## config.mk

```make
export PLATFORM = sky130hd
export DESIGN_NAME = mem_port_arbiter
export DESIGN_NICKNAME = d
export VERILOG_FILES = /design/src/rtl/mem_port_arbiter.sv
export SDC_FILE = /design/constraint.sdc
export NUM_CORES = 1
export LEC_CHECK = 0
export CAP_MARGIN = 20
export CORE_ASPECT_RATIO = 1.1
export CORE_MARGIN = 8
export CORE_UTILIZATION = 40
export DETAILED_ROUTE_END_ITERATION = 8
export PLACE_DENSITY = 0.73
export SLEW_MARGIN = 20
export SYNTH_ARGS = -nofsm -noshare
export SYNTH_HDL_FRONTEND = slang
export SYNTH_SLANG_ARGS = --single-unit
```

## constraint.sdc

```tcl
create_clock -name clk -period 2.6 [get_ports clk]
set_input_delay 0.39 -clock clk [delete_from_list [all_inputs] [get_ports clk]]
set_output_delay 0.39 -clock clk [all_outputs]
set_load 0.005 [all_outputs]
```

## src/rtl/mem_port_arbiter.sv

```systemverilog
// Single byte-wide RAM port shared between instruction fetch and load/store.
// Each 1/2/4-byte access is sequenced as a multi-cycle byte transfer; MEM has fixed priority.
module mem_port_arbiter #(
  parameter int ADDR_WIDTH = 32
) (
  input  logic                  clk,
  input  logic                  rst,
  input  logic                  rdy,
  input  logic                  if_req,
  input  logic [ADDR_WIDTH-1:0] if_addr,
  input  logic                  if_cancel,
  output logic [31:0]           if_rdata,
  output logic                  if_done,
  input  logic                  mem_req,
  input  logic                  mem_we,
  input  logic [1:0]            mem_len,
  input  logic [ADDR_WIDTH-1:0] mem_addr,
  input  logic [31:0]           mem_wdata,
  output logic [31:0]           mem_rdata,
  output logic                  mem_done,
  output logic                  busy,
  output logic [ADDR_WIDTH-1:0] ram_addr,
  output logic                  ram_wr,
  output logic [7:0]            ram_dout,
  input  logic [7:0]            ram_din
);

  typedef enum logic [1:0] {IDLE, XFER, TAIL, DONE} state_t;

  state_t                state, state_nxt;
  logic [1:0]            cnt;
  logic [1:0]            last;      // index of the final byte (nbytes-1)
  logic [1:0]            len_last;
  logic                  gnt_if, gnt_mem, we;
  logic [ADDR_WIDTH-1:0] base;
  logic [3:0][7:0]       wbuf, rbuf;
  logic                  cancel;

  always_comb begin
    case (mem_len)
      2'd0:    len_last = 2'd0;
      2'd1:    len_last = 2'd1;
      default: len_last = 2'd3;
    endcase
  end

  // A cancel only applies to an IF access that already left IDLE
  assign cancel = if_cancel && gnt_if && (state != IDLE);

  always_ff @(posedge clk or negedge rst) begin
    if (!rst)     state <= IDLE;
    else if (rdy) state <= state_nxt;
  end

  always_comb begin
    state_nxt = state;
    case (state)
      IDLE: if (mem_req || if_req) state_nxt = XFER;
      XFER: if (cnt == last)       state_nxt = we ? DONE : TAIL;
      TAIL:                        state_nxt = DONE;
      DONE:                        state_nxt = IDLE;
      default:                     state_nxt = IDLE;
    endcase
    if (cancel) state_nxt = IDLE;
  end

  always_ff @(posedge clk or negedge rst) begin
    if (!rst) begin
      cnt     <= '0;
      last    <= '0;
      gnt_if  <= 1'b0;
      gnt_mem <= 1'b0;
      we      <= 1'b0;
      base    <= '0;
      wbuf    <= '0;
      rbuf    <= '0;
    end else if (rdy) begin
      case (state)
        IDLE: begin
          cnt  <= '0;
          rbuf <= '0;
          if (mem_req) begin
            gnt_mem <= 1'b1;
            base    <= mem_addr;
            we      <= mem_we;
            last    <= len_last;
            wbuf    <= mem_wdata;
          end else if (if_req) begin
            gnt_if <= 1'b1;
            base   <= if_addr;
            we     <= 1'b0;
            last   <= 2'd3;
            wbuf   <= '0;
          end
        end
        XFER: begin
          cnt <= cnt + 2'd1;
          // ram_din lags the address by one cycle, so byte cnt-1 is on the bus now
          if (!we && cnt != 2'd0) rbuf[cnt - 2'd1] <= ram_din;
        end
        TAIL: rbuf[last] <= ram_din;
        DONE: begin
          gnt_if  <= 1'b0;
          gnt_mem <= 1'b0;
        end
        default: ;
      endcase
      if (cancel) gnt_if <= 1'b0;
    end
  end

  assign busy     = (state != IDLE);
  assign ram_addr = (state == XFER) ? base + ADDR_WIDTH'(cnt) : '0;
  assign ram_wr   = (state == XFER) && we && rdy;
  assign ram_dout = ((state == XFER) && we) ? wbuf[cnt] : 8'h00;

  // Done is qualified by rdy so a pause never stretches the pulse
  assign if_done   = (state == DONE) && gnt_if && rdy && !if_cancel;
  assign mem_done  = (state == DONE) && gnt_mem && rdy;
  assign if_rdata  = if_done  ? rbuf : 32'h0;
  assign mem_rdata = mem_done ? rbuf : 32'h0;

endmodule

```

==> results of run 1 <==
-- logic make-up after synthesis --
family | after synthesis | synth area share, %
compound gates | 154 | 18.7
xor+xnor | 31 | 4.44
fa+ha+maj | 12 | 2.58
buf+inv | 51 | 3.41
flops | 105 | 42.9
mux | 43 | 8.69
simple gates | 213 | 19.3
-- how the worst max path moves through the flow --
stage	endpoint	slack, ns	depth (start not counted)
floorplan	ram_addr[26]	0.38	7
global placement	ram_addr[26]	-0.06	9
detailed placement	ram_addr[28]	-0.15	9
CTS	ram_addr[28]	-0.19	10
global route	ram_addr[26]	-0.30	11
finish	ram_addr[26]	-0.20	11
-- final cells by class --
| cell class | instances | area share (%) |
|---|---|---|
| Inverter | 10 | 0.408 |
| Sequential cell | 105 | 28.6 |
| Timing Repair Buffer | 268 | 27.9 |
| Multi-Input combinational cell | 453 | 37.1 |
| Clock buffer | 12 | 2.68 |
| Clock inverter | 3 | 0.707 |
| Tap cell | 196 | 2.66 |
-- stage by stage --
step / setup WS [ns] / hold WS (ns)
after floorplan: 0.375 / 0.0944
after global placement: -0.0584 / 0.207
after detailed placement: -0.152 / 0.214
after CTS: -0.191 / 0.405
after global routing: -0.302 / 0.415
final: -0.200 / 0.412
-- placed cells by master, fill, tap and decap left out, types with 8 or more instances in the layout --
| cell | count |
|---|---|
| and3_1 | 13 |
| o21ai_1 | 12 |
| and2_1 | 70 |
| mux4_2 | 8 |
| inv_1 | 8 |
| nand2_1 | 45 |
| mux2i_1 | 34 |
| nand4_1 | 12 |
| dlygate4sd2_1 | 10 |
| xnor2_1 | 10 |
| clkbuf_16 | 11 |
| dfrtp_1 | 103 |
| buf_2 | 16 |
| ha_1 | 9 |
| a22o_1 | 87 |
| o21ai_0 | 37 |
| buf_4 | 37 |
| nand3_1 | 8 |
| xor2_1 | 20 |
| clkdlybuf4s50_1 | 188 |
| nor2_1 | 30 |
-- state kept, by name, summed over array words and instances, names as in the netlist --
register,count
gnt_mem,1
wbuf,32
state,2
base,32
last,2
rbuf,32
we,1
cnt,2
gnt_if,1
-- report_power, final --
part           switching (mW)  internal (mW)
clock network           0.571          0.865
logic                    1.72           1.69
registers               0.735           2.33
total                    3.02           4.88
-- critical path: cells and delay by family (launching register included) --
family,cells,cell delay [ns]
flip-flops,1,0.40
AND/OR/NAND/NOR,4,0.63
XOR/XNOR,1,0.18
buffers and inverters,4,0.49
adder cells (fa/ha/maj),2,0.38
-- metal layers --
metal	wire, µm	up-vias	global-route usage, %
met5	0	-	0
met4	557	0	7.98
met3	1280	34	4.04
met2	9570	213	32.7
met1	8360	2796	23.8
li1	-	2671	-
-- repair_timing --
action                                  4_1_cts  5_1_grt
pin swaps                                    14       26
cloned                                        0        2
setup buffers                                10       10
hold buffers                                  1        0
hold endpoints to repair                      6        0
endpoints found under the setup margin       62       60
gates resized for setup                      77       39
==> impl_table.tex, run 1 <==
\begin{tabular}{lr}
\hline
Metric & Value \\
\hline
\multicolumn{2}{l}{\textbf{Timing}} \\
\quad Maximum achievable frequency & 0.357 GHz \\
\quad Setup repair after global routing missed its margin & yes \\
\quad Setup slack of the critical path after layout & -0.200 ns \\
\quad Crit share post-route & 108\% \\
\quad Final Skew & 0.00453 ns \\
\quad Worst Max-Slew Pin Slew & 0.651 ns \\
\quad Setup-violating endpoint count in the final report & 13 \\
\quad Final hold violations & 0 \\
\quad Setup TNS & -0.817 ns \\
\quad Headroom to the max-slew limit & 56.6\% \\
\quad Post-layout min period & 2.80 ns \\
\quad Final count of pins violating max slew & 0 \\
\multicolumn{2}{l}{\textbf{Routing}} \\
\quad Total routed wirelength & 19,800 µm \\
\quad Routed via count divided by cell count & 5.46 \\
\quad Detailed-routing iteration count for the pre-antenna-repair pass & 5 \\
\quad Wire length per cell & 18.9 µm \\
\quad Antenna viol nets, final & 0 \\
\quad Number of remaining DRC errors & 0 \\
\quad Via count of the routed design & 5,714 \\
\quad Detailed router's first-iteration violation count & 353 \\
\multicolumn{2}{l}{\textbf{Critical path}} \\
\quad Type of destination of the critical path & output pin \\
\quad Nature of the critical path startpoint & flop \\
\quad Worst setup path class & flop to output pin \\
\quad Arrival time of the worst setup path & 2.41 ns \\
\quad Critical path required time & 2.21 ns \\
\quad Slack of the worst reg-to-reg path & 0.18 ns \\
\quad Depth of the most critical reg-to-reg path & 8 \\
\quad Maximum fanout encountered on the critical timing path & 4 \\
\quad Launch point of the worst path & base[0]\$\_DFFE\_PN0P\_ \\
\quad R2r endpoint & rbuf[19]\$\_DFFE\_PN0P\_ \\
\quad Critical path cell sequence & ha\_4 > fa\_2 > nand4\_4 > nor4\_4 > buf\_4 > buf\_12 > buf\_6 > nand4\_1 > xor2\_1 > nor2\_2 > buf\_2 \\
\quad Slowest cell delay on critical path & 0.40 ns \\
\quad Worst r2r src & cnt[0]\$\_DFFE\_PN0P\_ \\
\quad Slowest-stage cell, CP & dfrtp\_1 \\
\multicolumn{2}{l}{\textbf{Logic synthesis}} \\
\quad Ys flop type & dfrtp\_1 \\
\quad Number of distinct library cell variants in the gate-level netlist after synthesis & 50 \\
\quad Synthesized area per cell & 10.1 µm² \\
\quad Largest area contributor in the synthesized netlist & dfrtp\_1 \\
\quad Synthesis Warnings & 0 \\
\quad Number of enable-type register cells in the synthesized netlist & 0 \\
\quad Cell with the most instances after synthesis & dfrtp\_1 \\
\quad Synth top area share & 42.9\% \\
\quad Number of standard cells after synthesis & 609 \\
\quad FFs w/ async S/R, synth & 100\% \\
\quad Sequential fraction of the synthesis area & 42.9\% \\
\quad Post-synthesis register bit count & 105 \\
\quad Largest cells by area after synthesis & dfrtp\_1, a22o\_1, and2\_1, mux2i\_1, o21ai\_0 \\
\quad Synthesized netlist net count & 734 \\
\quad Cell types with the highest counts after synthesis & dfrtp\_1, a22o\_1, and2\_1 \\
\quad Synth Cell Area & 0.00612 mm² \\
\multicolumn{2}{l}{\textbf{CTS}} \\
\quad Total CTS buffers & 9 \\
\quad Clock network latency to the later pin of the worst-skew pair & 0.34 ns \\
\quad CTS H-Tree Depth & 3 \\
\quad Buffer levels on the longest clock path & 2 \\
\quad TritonCTS clock tree & done \\
\quad Clock transition at the registers of the reported paths & 0.06 ns \\
\quad CTS root buf & clkbuf\_16 \\
\quad CTS sink cnt & 105 \\
\multicolumn{2}{l}{\textbf{Global route}} \\
\quad Initial antenna violation count & 0 \\
\quad Global-route total usage across every layer & 19.5\% \\
\quad Vias in the first global route & 5,883 \\
\quad Total overflow reported by the global router & 0 \\
\quad Maximum number of pins on one net before global-route repair & 100 \\
\quad Global-route wire length before repair & 31,100 µm \\
\multicolumn{2}{l}{\textbf{Cells and area}} \\
\quad Area overhead of the layout relative to synthesis & 50.4\% \\
\quad Net count reported at finish & 972 \\
\quad Antenna diode count & 0 \\
\quad Number of filler instances in the final layout & 1,248 \\
\quad Post-route design area & 0.00921 mm² \\
\quad Final cell count without fillers & 1,047 \\
\quad Area occupied by multi-input gates & 0.00341 mm² \\
\quad Sequential cell area & 0.00263 mm² \\
\quad Proportion of layout cells with a drive suffix above 1 & 14.9\% \\
\quad Final core utilization & 61.4\% \\
\multicolumn{2}{l}{\textbf{Place}} \\
\quad Number of port buffers & 220 \\
\quad Placed Cells & 1,011 \\
\quad Half-perimeter wire length after placement & 14,700 µm \\
\quad Cell Area, Placed & 0.00865 mm² \\
\quad Last weighted congestion value of the routability-driven placer & 0.874 \\
\multicolumn{2}{l}{\textbf{Run status}} \\
\quad Violations in the final reports & setup timing \\
\quad Result of the run & complete, but fails checks \\
\multicolumn{2}{l}{\textbf{Flow run}} \\
\quad Max-cap violations & 0 \\
\multicolumn{2}{l}{\textbf{Floorplanning}} \\
\quad Effective utilization at floorplan & 40.8\% \\
\quad Site row count & 47 \\
\quad Die Ht & 146 µm \\
\quad Die Area & 0.0195 mm² \\
\quad Width of the die & 134 µm \\
\quad Ports & 221 \\
\quad Core area & 0.0150 mm² \\
\multicolumn{2}{l}{\textbf{Pwr}} \\
\quad Standby leakage power & 4.08 nW \\
\quad Total power & 7.91 mW \\
\quad Power per Cell Area & 859 mW/mm² \\
\quad Peak supply drop & 0.447 mV \\
\multicolumn{2}{l}{\textbf{Hold path}} \\
\quad Worst hold-check path type & input pin to asynchronous set/reset pin \\
\hline
\end{tabular}
Power figures use the tool's default switching activity.
==> inputs of run 2 (changes only) <==
SLEW_MARGIN = not set   (was 20)
==> results of run 2 <==
Same layout as run 1: the final DEF is identical, and so are final timing and power.
==> inputs of run 3 (changes only) <==
CORE_MARGIN = not set   (was 8)
==> run 3 against run 2 <==
Effect of this change:
- the run still ends with setup timing left
- die area shrank 19%
- via count shrank 1.3%
- setup slack gained 0.046 ns
- clock power shrank 4%
- cell area grew 1.2%
==> impl_table.tex, run 3 (same netlist as run 1, synthesis figures left out) <==
\begin{tabular}{lr}
\hline
Metric & Value \\
\hline
\multicolumn{2}{l}{\textbf{Flow run}} \\
\quad Max-cap violations & 0 \\
\multicolumn{2}{l}{\textbf{Timing}} \\
\quad Worst Max-Slew Pin Slew & 0.665 ns \\
\quad Setup slack of the critical path after layout & -0.154 ns \\
\quad Maximum achievable frequency & 0.363 GHz \\
\quad Post-layout min period & 2.75 ns \\
\quad Setup-violating endpoint count in the final report & 11 \\
\quad Final Skew & 0.00869 ns \\
\quad Final hold violations & 0 \\
\quad Headroom to the max-slew limit & 55.3\% \\
\quad Crit share post-route & 106\% \\
\quad Setup repair after global routing missed its margin & yes \\
\quad Final count of pins violating max slew & 0 \\
\multicolumn{2}{l}{\textbf{Cells and area}} \\
\quad Most frequent standard cell in the layout excluding fill and tap cells & clkdlybuf4s50\_1 \\
\quad Antenna diode count & 0 \\
\quad Proportion of layout cells with a drive suffix above 1 & 15.1\% \\
\quad Net count reported at finish & 970 \\
\quad Regs by FF count & base x32, rbuf x32, wbuf x32 \\
\quad Final cell count without fillers & 1,046 \\
\quad Top library cells by usage in the layout, fill and taps aside & clkdlybuf4s50\_1, dfrtp\_1, a22o\_1 \\
\quad Area overhead of the layout relative to synthesis & 52.1\% \\
\multicolumn{2}{l}{\textbf{Routing}} \\
\quad Total routed wirelength & 17,900 µm \\
\quad Via count of the routed design & 5,641 \\
\quad Routed via count divided by cell count & 5.39 \\
\quad Antenna viol nets, final & 0 \\
\quad Number of remaining DRC errors & 0 \\
\quad Detailed router's first-iteration violation count & 243 \\
\quad Detailed-routing iteration count for the pre-antenna-repair pass & 4 \\
\quad Wire length per cell & 17.2 µm \\
\multicolumn{2}{l}{\textbf{Place}} \\
\quad Number of port buffers & 220 \\
\quad Placed Cells & 1,005 \\
\quad Half-perimeter wire length after placement & 12,500 µm \\
\quad Last weighted congestion value of the routability-driven placer & 0.862 \\
\multicolumn{2}{l}{\textbf{CTS}} \\
\quad Clock network latency to the later pin of the worst-skew pair & 0.34 ns \\
\quad Clock transition at the registers of the reported paths & 0.07 ns \\
\quad CTS H-Tree Depth & 3 \\
\quad Hold Buf Count CTS & 0 \\
\quad TritonCTS clock tree & done \\
\quad Buffer levels on the longest clock path & 2 \\
\quad CTS root buf & clkbuf\_16 \\
\quad Total CTS buffers & 9 \\
\quad CTS sink cnt & 105 \\
\multicolumn{2}{l}{\textbf{Global route}} \\
\quad Vias in the first global route & 5,391 \\
\quad Maximum number of pins on one net before global-route repair & 100 \\
\quad Global-route wire length before repair & 27,500 µm \\
\quad Initial antenna violation count & 0 \\
\quad Total overflow reported by the global router & 0 \\
\quad Global-route total usage across every layer & 21.9\% \\
\multicolumn{2}{l}{\textbf{Pwr}} \\
\quad Standby leakage power & 4.68 nW \\
\quad Total power & 7.96 mW \\
\quad Peak supply drop & 0.436 mV \\
\quad Power per Cell Area & 854 mW/mm² \\
\multicolumn{2}{l}{\textbf{Critical path}} \\
\quad Type of destination of the critical path & output pin \\
\quad Critical path cell sequence & ha\_4 > fa\_2 > nand4\_4 > nor4\_4 > buf\_4 > buf\_6 > buf\_6 > nand2\_1 > xor2\_1 > nor2\_1 > buf\_2 \\
\quad Cell seen most often among critical-path stages & buf\_6 \\
\quad Critical path required time & 2.21 ns \\
\quad Slowest-stage cell, CP & dfrtp\_1 \\
\quad Slowest cell delay on critical path & 0.41 ns \\
\quad Maximum fanout encountered on the critical timing path & 3 \\
\quad Critical path's top delay family & simple AND/OR/NAND/NOR gates \\
\quad Worst setup path class & flop to output pin \\
\quad Nature of the critical path startpoint & flop \\
\quad Total buffers and inverters traversed by the critical path & 4 \\
\quad Arrival time of the worst setup path & 2.36 ns \\
\multicolumn{2}{l}{\textbf{Floorplanning}} \\
\quad Width of the die & 120 µm \\
\quad Die Area & 0.0158 mm² \\
\quad Site row count & 47 \\
\quad Ports & 221 \\
\quad Core area & 0.0150 mm² \\
\quad Effective utilization at floorplan & 40.8\% \\
\quad Die Ht & 132 µm \\
\multicolumn{2}{l}{\textbf{Run status}} \\
\quad Violations in the final reports & setup timing \\
\quad Result of the run & complete, but fails checks \\
\multicolumn{2}{l}{\textbf{Hold path}} \\
\quad Worst hold-check path type & input pin to asynchronous set/reset pin \\
\hline
\end{tabular}
-- run 3: cell count changes in the layout (fill, tap and decap cells not counted), sizes merged --
cell	delta
clkinv	+1
dlygate4sd3	-1
dlymetal6s2s	+33
clkbuf	+1
bufinv	-1
buf	-3
inv	+2
clkdlybuf4s50	-31
dlygate4sd2	-2
-- run 3: timing repair --
item,4_1_cts,5_1_grt
gates resized for setup,72,81
setup endpoints to repair,61,63
pin swaps,14,19
gates cloned,0,1
buffers inserted,14,10
-- run 3: cell type report --
cell class / count / area, µm²
fillers: 1261 / 5680
multi-input cells: 453 / 3430
repair buffers: 266 / 2670
flip-flops and latches: 105 / 2630
well taps: 196 / 245
clock buffers: 11 / 243
clock inverters: 5 / 61.3
inverters: 10 / 37.5
-- run 3: path summary, 6_finish.rpt --
| path | from | slack, ns | to | depth (start not counted) |
|---|---|---|---|---|
| setup / recovery | base[0]$_DFFE_PN0P_ | -0.15 | ram_addr[24] | 11 |
| hold / removal | rst | 0.05 | base[20]$_DFFE_PN0P_ | 1 |
| setup reg to reg | cnt[0]$_DFFE_PN0P_ | 0.24 | rbuf[17]$_DFFE_PN0P_ | 8 |
| hold reg to reg | wbuf[18]$_DFFE_PN0P_ | 0.50 | wbuf[18]$_DFFE_PN0P_ | 1 |
| max in group asynchronous | rst | 1.79 | state[0]$_DFFE_PN0P_ | 2 |
| min in group clk | mem_req | 0.49 | gnt_mem$_DFFE_PN0P_ | 3 |
-- run 3: report_power, final --
part           total, mW  internal [mW]  switching (mW)
clock               1.38          0.781           0.599
combinational       3.51           1.78            1.73
sequential          3.06           2.32           0.741
-- run 3: metal layers --
| metal | vias up | GRT usage [%] | share of wire, % |
|---|---|---|---|
| li1 | 2666 | - | - |
| met1 | 2714 | 28.4 | 43 |
| met5 | - | 0 | 0 |
| met2 | 225 | 36.2 | 49 |
| met3 | 36 | 3.46 | 5.5 |
| met4 | 0 | 9.10 | 2.8 |
-- run 3: stage by stage --
stage                     area [µm²]  util [%]  TNS [ns]  hold slack [ns]  worst slack, ns
after CTS                       9060      60.4    -0.545           0.0814           -0.159
after floorplan                 6120         -         0           0.0944            0.375
after detailed placement        8610      57.4   -0.0615            0.449          -0.0226
after global placement          8610      57.4         0            0.433          0.00706
after global routing            9310      62.1     -2.61            0.110           -0.220
final                           9310      62.1    -0.835           0.0547           -0.154
